==> src/rtl/array_store_unit.sv <==
// array_store_unit: conditional store of value to arr + (index % length) through an acked write port.
// Ports: clk, rst_n (async, active-low); req_* request handshake (arr, index, value,
// length, cond_sel); flags live condition inputs; mem_we/mem_waddr/mem_wdata with
// mem_wack; done_valid pulse with done_skipped/done_err qualifiers.
// Option: define ARRAY_STORE_FASTMOD_EN to bypass the divider when index < length.
module array_store_unit #(
  parameter int ADDR_W = 32,
  parameter int DATA_W = 32,
  parameter int FLAG_W = 8
) (
  input  logic                         clk,
  input  logic                         rst_n,
  input  logic                         req_valid,
  output logic                         req_ready,
  input  logic [ADDR_W-1:0]            req_arr,
  input  logic [DATA_W-1:0]            req_index,
  input  logic [DATA_W-1:0]            req_value,
  input  logic [DATA_W-1:0]            req_length,
  input  logic [$clog2(FLAG_W+1)-1:0]  req_cond_sel,
  input  logic [FLAG_W-1:0]            flags,
  output logic                         mem_we,
  output logic [ADDR_W-1:0]            mem_waddr,
  output logic [DATA_W-1:0]            mem_wdata,
  input  logic                         mem_wack,
  output logic                         done_valid,
  output logic                         done_skipped,
  output logic                         done_err
);
  localparam int SEL_W = $clog2(FLAG_W+1);
  localparam int EXT_W = 1 << SEL_W;
  localparam int CNT_W = $clog2(DATA_W);
  localparam logic [CNT_W-1:0] CNT_LAST = CNT_W'(DATA_W-1);
  localparam logic [1:0] S_IDLE  = 2'd0;
  localparam logic [1:0] S_DIV   = 2'd1;
  localparam logic [1:0] S_WRITE = 2'd2;
  localparam logic [1:0] S_DONE  = 2'd3;

  logic [1:0]        state_q, state_d;
  logic [ADDR_W-1:0] arr_q, arr_d;
  logic [DATA_W-1:0] val_q, val_d;
  logic [DATA_W-1:0] len_q, len_d;
  logic [DATA_W-1:0] idx_q, idx_d;
  logic [DATA_W-1:0] rem_q, rem_d;
  logic [CNT_W-1:0]  cnt_q, cnt_d;
  logic              skip_q, skip_d;
  logic              err_q, err_d;

  // Select values at or above FLAG_W land in the padding of ones: unconditional.
  logic [EXT_W-1:0]  flags_ext;
  logic              cond, len_zero, fast;
  logic [DATA_W-1:0] shifted;
  logic              sub_ge;

  assign flags_ext = {{(EXT_W-FLAG_W){1'b1}}, flags};
  assign cond      = flags_ext[req_cond_sel];
  assign len_zero  = req_length == '0;
`ifdef ARRAY_STORE_FASTMOD_EN
  assign fast      = req_index < req_length;
`else
  assign fast      = 1'b0;
`endif

  // Restoring step: a set remainder MSB means the shifted value exceeds any length,
  // and the wrapped DATA_W-bit difference is then still the exact remainder.
  assign shifted = {rem_q[DATA_W-2:0], idx_q[DATA_W-1]};
  assign sub_ge  = rem_q[DATA_W-1] | (shifted >= len_q);

  always_comb begin
    state_d = state_q;
    arr_d   = arr_q;
    val_d   = val_q;
    len_d   = len_q;
    idx_d   = idx_q;
    rem_d   = rem_q;
    cnt_d   = cnt_q;
    skip_d  = skip_q;
    err_d   = err_q;
    unique case (state_q)
      S_IDLE: if (req_valid) begin
        arr_d   = req_arr;
        val_d   = req_value;
        len_d   = req_length;
        idx_d   = req_index;
        rem_d   = fast ? req_index : '0;
        cnt_d   = '0;
        err_d   = len_zero;
        skip_d  = !len_zero && !cond;
        state_d = (len_zero || !cond) ? S_DONE : fast ? S_WRITE : S_DIV;
      end
      S_DIV: begin
        rem_d   = sub_ge ? shifted - len_q : shifted;
        idx_d   = {idx_q[DATA_W-2:0], 1'b0};
        cnt_d   = cnt_q + 1'b1;
        state_d = (cnt_q == CNT_LAST) ? S_WRITE : S_DIV;
      end
      S_WRITE: state_d = mem_wack ? S_DONE : S_WRITE;
      S_DONE:  state_d = S_IDLE;
    endcase
  end

  always_ff @(posedge clk or negedge rst_n) begin
    if (!rst_n) begin
      state_q <= S_IDLE;
      arr_q   <= '0;
      val_q   <= '0;
      len_q   <= '0;
      idx_q   <= '0;
      rem_q   <= '0;
      cnt_q   <= '0;
      skip_q  <= 1'b0;
      err_q   <= 1'b0;
    end else begin
      state_q <= state_d;
      arr_q   <= arr_d;
      val_q   <= val_d;
      len_q   <= len_d;
      idx_q   <= idx_d;
      rem_q   <= rem_d;
      cnt_q   <= cnt_d;
      skip_q  <= skip_d;
      err_q   <= err_d;
    end
  end

  // Outputs decode straight from state so reset drops a pending write at once.
  assign req_ready    = state_q == S_IDLE;
  assign mem_we       = state_q == S_WRITE;
  assign mem_waddr    = mem_we ? arr_q + ADDR_W'(rem_q) : '0;
  assign mem_wdata    = mem_we ? val_q : '0;
  assign done_valid   = state_q == S_DONE;
  assign done_skipped = done_valid & skip_q;
  assign done_err     = done_valid & err_q;
endmodule

==> config.mk <==
export PLATFORM = sky130hd
export DESIGN_NAME = array_store_unit
export DESIGN_NICKNAME = d
export VERILOG_FILES = /design/src/rtl/array_store_unit.sv
export SDC_FILE = /design/constraint.sdc
export NUM_CORES = 1
export LEC_CHECK = 0
export BUFFER_PORTS_ARGS = -buffer_cell sky130_fd_sc_hd__buf_2
export CORE_ASPECT_RATIO = 0.8
export CORE_UTILIZATION = 35
export CTS_BUF_LIST = sky130_fd_sc_hd__clkbuf_16
export DETAILED_ROUTE_END_ITERATION = 7
export PLACE_DENSITY = 0.57
export SLEW_MARGIN = 25
export SYNTH_ARGS = -nofsm -noshare
export SYNTH_HDL_FRONTEND = slang
export SYNTH_SLANG_ARGS = --single-unit
export TNS_END_PERCENT = 1
==> constraint.sdc <==
create_clock -name clk -period 7.6 [get_ports clk]
set_input_delay 0.76 -clock clk [delete_from_list [all_inputs] [get_ports clk]]
set_output_delay 0.76 -clock clk [all_outputs]
set_load 0.01 [all_outputs]
==> After elaboration in Yosys (flattened, before gate mapping) <==
Index checks and enable logic that the tools add are counted.
{ "word_totals": {"output_inout_bits": 69, "reg_bits": 169} }
{ "classes": {"n_eq_ne": 5, "muxes": 16, "addsub": 3, "magnitude_cmp": 2, "n_bitwise": 3, "n_reduce_logical": 9} }
{ "op_table": {"columns": ["op", "count"], "rows": [
  ["32-bit 2-to-1 mux", 5],
  ["32-bit case mux with 2 select lines", 2],
  ["32-bit adder", 1],
  ["32-bit greater-or-equal comparator", 1],
  ["32-bit logical NOT", 1],
  ["32-bit subtractor", 1],
  ["5-bit case mux with 2 select lines", 1],
  ["2-bit case mux with 4 select lines", 1],
  ["2-bit 2-to-1 mux", 3],
  ["5-bit by 1-bit adder with 5-bit output, second input constant", 1],
  ["5-bit == test, second input constant", 1],
  ["4-bit by 5-bit < comparator with 1-bit output, second input constant", 1],
  ["5-bit 2-to-1 mux", 1],
  ["1-bit binary-select mux with 4-bit select", 1],
  ["2-bit == test, second input constant", 2],
  ["2-bit AND reduction", 2],
  ["1-bit AND", 2],
  ["2-bit by 1-bit == test with 1-bit output, second input constant", 1],
  ["1-bit logical NOT", 2],
  ["2-bit logical NOT", 1],
  ["1-bit 2-to-1 mux", 2],
  ["2-bit inequality test, second input constant", 1],
  ["2-bit nonzero test", 1],
  ["1-bit logical AND", 1],
  ["other kinds (2)", 2]
]} }

==> Depth between registers and ports, before layout <==
Gate-level depths: netlist (run 1).
{ "depth": {"depth_word": 7, "mapped_depth": 14, "mapped_depth_nobuf": 13} }

==> Worst setup path after synthesis (run 1) <==
Ideal clock, no wire load.
{ "synth_timing": {"path_type": "reg-to-output", "from": "register rem_q[0]", "to": "output mem_waddr[28]", "required_ns": 6.840, "n_path_buf": 0, "arrival_time_ns": 2.617, "path_stages_with_launch": 12, "slack_ns": 4.223, "path_cell_list": "dfrtp_1 ha_1 fa_1 a21oi_1 nand4b_1 a21o_1 a21oi_1 o2bb2ai_2 a2111oi_2 nor2_1 or3b_1 nand3_1"} }
{ "synth_via": {"elab_chain_cells": 2} }
{ "synth_rtl": {"columns": ["item", "line_no", "text"], "rows": [
  ["from (decl)", "43", "logic [DATA_W-1:0] rem_q, rem_d;"],
  ["from (signal assigned)", "118", "rem_q <= rem_d;"],
  ["32-bit adder", "128", "assign mem_waddr = mem_we ? arr_q + ADDR_W'(rem_q) : '0;"],
  ["32-bit 2-to-1 mux", "128", null],
  ["to (decl)", "22", "output logic [ADDR_W-1:0] mem_waddr,"]
]} }
Every way passes these cells.

==> Worst setup path in the final report (run 1) <==
Same ends and word-level chain as after synthesis.

==> key figures, run 1 <==
Power and ir drop
  • Cell Pwr Density: 441 nW/µm²
  • Peak supply drop: 0.227 mV
  • LEAKAGE: 0.00661 µW

Drt
  • Number of routed nets with antenna violations: 0
  • DRC violations left: 0
  • Met2 Wirelength: 12.5 mm
  • Routed vias: 9,506
  • Wirelength, routed: 30.4 mm
  • TritonRoute pass-1 iters: 5
  • Routed WL per cell: 16.0 µm
  • Routed met3 length: 2.39 mm
  • Vias per cell: 5.00
  • DRT iter0 DRCs: 563
  • Highest metal used: met5
  • Metal-1 WL: 15.3 mm

Logic synthesis
  • Synth Cell Area: 10,700 µm²
  • Unique cell type count in the Yosys netlist: 77
  • Synth area leader: dfrtp_1
  • Synth warn: 0
  • #FFs+latches synth: 169
  • Yosys top cell area share: 39.4%
  • Register area share after synthesis: 39.4%
  • Post-Syn Nets: 1,513
  • Main flop type after synthesis: dfrtp_1
  • Top cells by area, synth: dfrtp_1, nand2_1, ha_1
  • Top cells by count, synth: nand2_1, dfrtp_1, o21ai_0
  • Ys async rst share: 100%
  • Syn Inst Count: 1,302
  • Syn avg cell area: 8.24 µm²
  • Post-synth EDFFs: 0
  • Count leader, synth: nand2_1

GRT
  • GR Overflow Total: 0
  • Initial antenna violation count: 8
  • Vias in the first global route: 9,162
  • Pin count of the biggest net entering global routing: 105
  • First-pass GRT wire length: 49.3 mm
  • Global Route Usage Sum: 20.1%

CTS
  • H-tree depth: 4
  • CTS tree: built
  • # resized after CTS: 0
  • Number of buffers created by CTS: 17
  • Number of hold buffers added after CTS: 0
  • Clock Pin Slew Worst Setup and Hold Paths: 0.08 ns
  • Clk_lat worst skew: 0.44 ns
  • Root buffer cell: clkbuf_16
  • Clk buf depth: 2
  • Clock sinks: 169
  • Buffer count from post-CTS setup fixing: 0

STA
  • RSZ-0062 raised after global routing: false
  • Worst Clk Skew: 0.0115 ns
  • Final hold slack: 0.397 ns
  • Worst-Margin Slew: 0.889 ns
  • Max Slew Vio Count: 0
  • # setup viols final: 0
  • Final worst path period need: 4.31 ns
  • Fmax: 0.232 GHz
  • Fin Setup TNS: 0 ns
  • Final hold vios: 0
  • Final period util: 56.7%
  • Worst slew margin: 40.8%

Floorplanning
  • I/O pins: 213
  • Row count: 56
  • Core Area: 29,700 µm²
  • Die ar.: 31,400 µm²
  • Die H: 159 µm
  • Die extent in x: 198 µm
  • Initial Utilization: 36.1%

Cells and area
  • Area growth, synth to finish: 18.6%
  • Final Cell Area: 12,700 µm²
  • Layout cell share with drive strength beyond 1: 19.0%
  • Nets: 1,690
  • Fillers: 3,060

Setup path
  • Reg2reg setup slack: 3.77 ns
  • Critical Path Fanout Max: 5
  • CP startpoint kind: register
  • Req. time, crit path: 6.84 ns
  • Worst reg-to-reg path cell count: 13
  • Worst R2R End: rem_q[28]
  • Type of destination of the critical path: output port
  • Crit Reg-Reg Startpoint: idx_q[31]
  • Crit path DAT: 3.55 ns
  • WS Path Type: reg -> out

Placement
  • Placement Cell Area: 12,100 µm²
  • Final GP Congestion: 0.890
  • DPL Wire Length: 21.9 mm
  • Port Buf Inserts: 212

Worst hold path
  • Hold Crit Class: in -> async

Flow run
  • Max cap viols: 0

Run status
  • Status: finished clean
metrics by stage:
stage | total power [µW] | setup slack, ns | cells | util [%]
final | 5610 | 3.29 | 1902 | 42.8
after global routing | 6130 | 3.04 | 1899 | 42.8
after CTS | 5650 | 3.27 | 1898 | 42.8
after detailed placement | 4730 | 3.76 | 1866 | 40.8
after global placement | 4690 | 3.79 | 1866 | 40.8
after floorplan | 3940 | 4.22 | 1302 | -
worst max-delay path, cell delays in order (launching register included):
cell and delay, ns:
dfrtp_1 0.44, ha_1 0.25, fa_1 0.42, a21oi_1 0.21, nand4b_1 0.17, a21o_1 0.18, a21oi_1 0.11, o2bb2ai_2 0.19
a2111oi_2 0.43, nor2_1 0.12, or3b_1 0.36, nand3_1 0.09, buf_2 0.13
kinds of logic after synthesis:
kind of cell | synth area share [%]
muxes | 1.54
adders and majority gates | 7.96
DFF | 39.4
xor gates and xnor gates | 3.76
AOI/OAI and AO/OA | 18.9
and+or+nand+nor | 23.9
buffers and inverters | 4.61
cells in the final DEF (no fill, tap or decap), drive strengths merged, types with 24 or more instances in the layout:
cell type / n
and2: 41
a21o: 37
nor2: 66
nand3: 50
xnor2: 24
inv: 60
o21ai: 98
nand2: 347
a22oi: 31
buf: 221
a21oi: 66
dfrtp: 169
ha: 65
metal layers:
layer  up-vias  global-route usage (%)
met5         -                       0
met4         8                    4.13
met3        20                    5.93
met2       254                    29.1
met1      4389                    29.4
li1       4835                       -
layout make-up:
class / instances / area (µm²) / area share [%]
clock buffer: 17 / 425 / 3.34
inverter: 53 / 199 / 1.56
tap: 406 / 508 / 3.99
clock inverter: 15 / 163 / 1.28
timing repair buffer: 222 / 1150 / 9.03
multi-input combinational: 1016 / 6040 / 47.5
antenna: 4 / 10.0 / 0.0787
sequential: 169 / 4230 / 33.2
worst max-delay path by stage:
| stage | endpoint | from | depth (start not counted) | slack [ns] |
|---|---|---|---|---|
| after global placement | mem_waddr[28] | rem_q[0] | 12 | 3.79 |
| final | mem_waddr[28] | rem_q[0] | 12 | 3.29 |
| after CTS | mem_waddr[28] | rem_q[0] | 12 | 3.27 |
| after floorplan | mem_waddr[28] | rem_q[0] | 11 | 4.22 |
| after detailed placement | mem_waddr[28] | rem_q[0] | 12 | 3.76 |
| after global routing | mem_waddr[28] | rem_q[0] | 12 | 3.04 |
state kept, by name, indices dropped and copies added (netlist names):
name	flops
arr_q	32
cnt_q	5
err_q	1
idx_q	32
len_q	32
rem_q	32
skip_q	1
state_q	2
val_q	32
power by group:
part | internal (µW) | switching (µW) | total (µW)
clock network | 466 | 426 | 892
logic | 1240 | 1930 | 3170
registers | 1300 | 255 | 1550
Power figures use the tool's default switching activity.
==> run 2, diff against run 1 <==
clock period = 4.05 ns   (was 7.6 ns; I/O delays follow)
==> key figures, run 2 (synthesis results as in run 1) <==
Run status
  • Status: finished clean

STA
  • Worst slew margin: 36.9%
  • Max Slew Vio Count: 0
  • # setup viols final: 0
  • Fin Setup TNS: 0 ns
  • Final hold slack: 0.134 ns
  • Worst-Margin Slew: 0.947 ns
  • Worst Clk Skew: 0.0109 ns
  • Final period util: 93.0%
  • RSZ-0062 raised after global routing: false
  • Final worst path period need: 3.77 ns
  • Final hold vios: 0
  • Fmax: 0.265 GHz

Placement
  • DPL Wire Length: 22.3 mm
  • Final GP Congestion: 0.910
  • Port Buf Inserts: 212
  • Placement Cell Area: 12,100 µm²

Power and ir drop
  • Peak supply drop: 0.372 mV
  • Sw frac: 46.3%
  • LEAKAGE: 0.00664 µW
  • Register share of total power: 27.5%
  • Pint: 5710 µW
  • Sw Pwr: 4910 µW
  • Clk network pwr share: 16.0%
  • Cell Pwr Density: 831 nW/µm²
  • Comb power frac: 56.5%

Floorplanning
  • I/O pins: 213
  • Row count: 56
  • Initial Utilization: 36.1%
  • Die H: 159 µm
  • Die ar.: 31,400 µm²
  • Core Area: 29,700 µm²
  • Die extent in x: 198 µm

GRT
  • First-pass GRT wire length: 48.9 mm
  • Vias in the first global route: 9,099
  • Global Route Usage Sum: 20.1%
  • Pin count of the biggest net entering global routing: 111
  • GR Overflow Total: 0
  • Initial antenna violation count: 11

Drt
  • TritonRoute pass-1 iters: 5
  • DRC violations left: 0
  • Routed WL per cell: 16.1 µm
  • DRT iter0 DRCs: 462
  • Vias per cell: 5.02
  • Wirelength, routed: 30.7 mm
  • Number of routed nets with antenna violations: 0
  • Routed vias: 9,571

Setup path
  • Crit path DAT: 3.36 ns
  • CP max stage delay: 0.44 ns
  • WS Path Type: reg -> out
  • Cell Chain, Critical Path: ha_1 -> fa_2 -> a21oi_2 -> nand4b_1 -> a21o_1 -> a21oi_1 -> o2bb2ai_2 -> a2111oi_4 -> nor2_1 -> or3b_1 -> nand3_1 -> buf_2
  • Type of destination of the critical path: output port
  • CP max-delay cell: dfrtp_1
  • CP startpoint kind: register
  • Critical Path Fanout Max: 5
  • Req. time, crit path: 3.64 ns

Cells and area
  • Most common cell after layout, fill and taps aside: nand2_1
  • Fillers: 3,047
  • Commonest non-fill, non-tap cells in the layout: nand2_1, buf_2, dfrtp_1
  • Area growth, synth to finish: 19.2%
  • Layout cell share with drive strength beyond 1: 19.1%
  • Final Cell Area: 12,800 µm²
  • Nets: 1,692

CTS
  • Clock sinks: 169
  • CTS tree: built
  • Clk_lat worst skew: 0.45 ns
  • Number of buffers created by CTS: 17
  • Root buffer cell: clkbuf_16
  • Buffer count from post-CTS setup fixing: 0
  • Clk buf depth: 2
  • H-tree depth: 4
  • Clock Pin Slew Worst Setup and Hold Paths: 0.07 ns

Flow run
  • Max cap viols: 0

Worst hold path
  • Hold Crit Class: in -> reg
[run 2: what timing repair did]
| action | 4_1_cts | 5_1_grt |
|---|---|---|
| setup endpoints to repair | 0 | 3 |
| resized for setup | 0 | 4 |
| endpoints found under the hold margin | 59 | 0 |
| hold buffers | 1 | 0 |
[run 2: worst paths after layout]
kind	start	end	slack (ns)	cells past startpoint
worst max-delay path	rem_q[0]	mem_waddr[28]	0.28	12
worst min-delay path	req_value[13]	val_q[13]	0.13	3
worst max register to register	idx_q[31]	rem_q[3]	0.77	14
max in group asynchronous	rst_n	val_q[31]	2.57	3
worst min register to register	val_q[19]	val_q[19]	0.47	2
min in group asynchronous	rst_n	idx_q[10]	0.48	2
[run 2: layout make-up]
cell class                      instances  area [µm²]  share of cell area (%)
Clock buffer                           17         425                    3.33
Antenna cell                            5        12.5                  0.0979
Tap cell                              406         508                    3.97
Clock inverter                         15         165                    1.29
Sequential cell                       169        4230                    33.1
Inverter                               53         199                    1.56
Multi-Input combinational cell       1016        6060                    47.4
Timing Repair Buffer                  224        1180                    9.27
[run 2: layer usage]
metal  GRT usage, %  up-vias  part of all wire [%]
li1               -     4847                     -
met1           29.2     4444                    52
met2           28.4      237                    40
met3           6.33       31                   6.9
met4           5.50       12                   1.0
met5              0        -                  0.26
[run 2: power by group through the flow]
stage	Sequential [µW]	Combinational (µW)	Clock, µW
finish	2920	6010	1690
detailed placement	2930	5990	0
global route	3010	6780	1810
CTS	2920	6010	1750
floorplan	2760	4630	0
global placement	2930	5940	0
[run 2: stage by stage]
step / setup slack, ns / std cells / utilization (%) / power, µW
2_1_floorplan: 1.03 / 1302 / - / 7390
3_3_place_gp: 0.591 / 1867 / 40.9 / 8870
3_5_place_dp: 0.618 / 1867 / 40.9 / 8930
4_1_cts: 0.0894 / 1900 / 42.9 / 10700
5_1_grt: 0.0397 / 1901 / 43.0 / 11600
6_report: 0.283 / 1905 / 43.0 / 10600
[run 2: critical path: cells and delay by family, from the launching register on]
| family | cells | cell delay, ns |
|---|---|---|
| compound gates | 5 | 0.97 |
| fa+ha+maj | 2 | 0.63 |
| buf+inv | 1 | 0.13 |
| flops | 1 | 0.44 |
| simple gates | 4 | 0.72 |
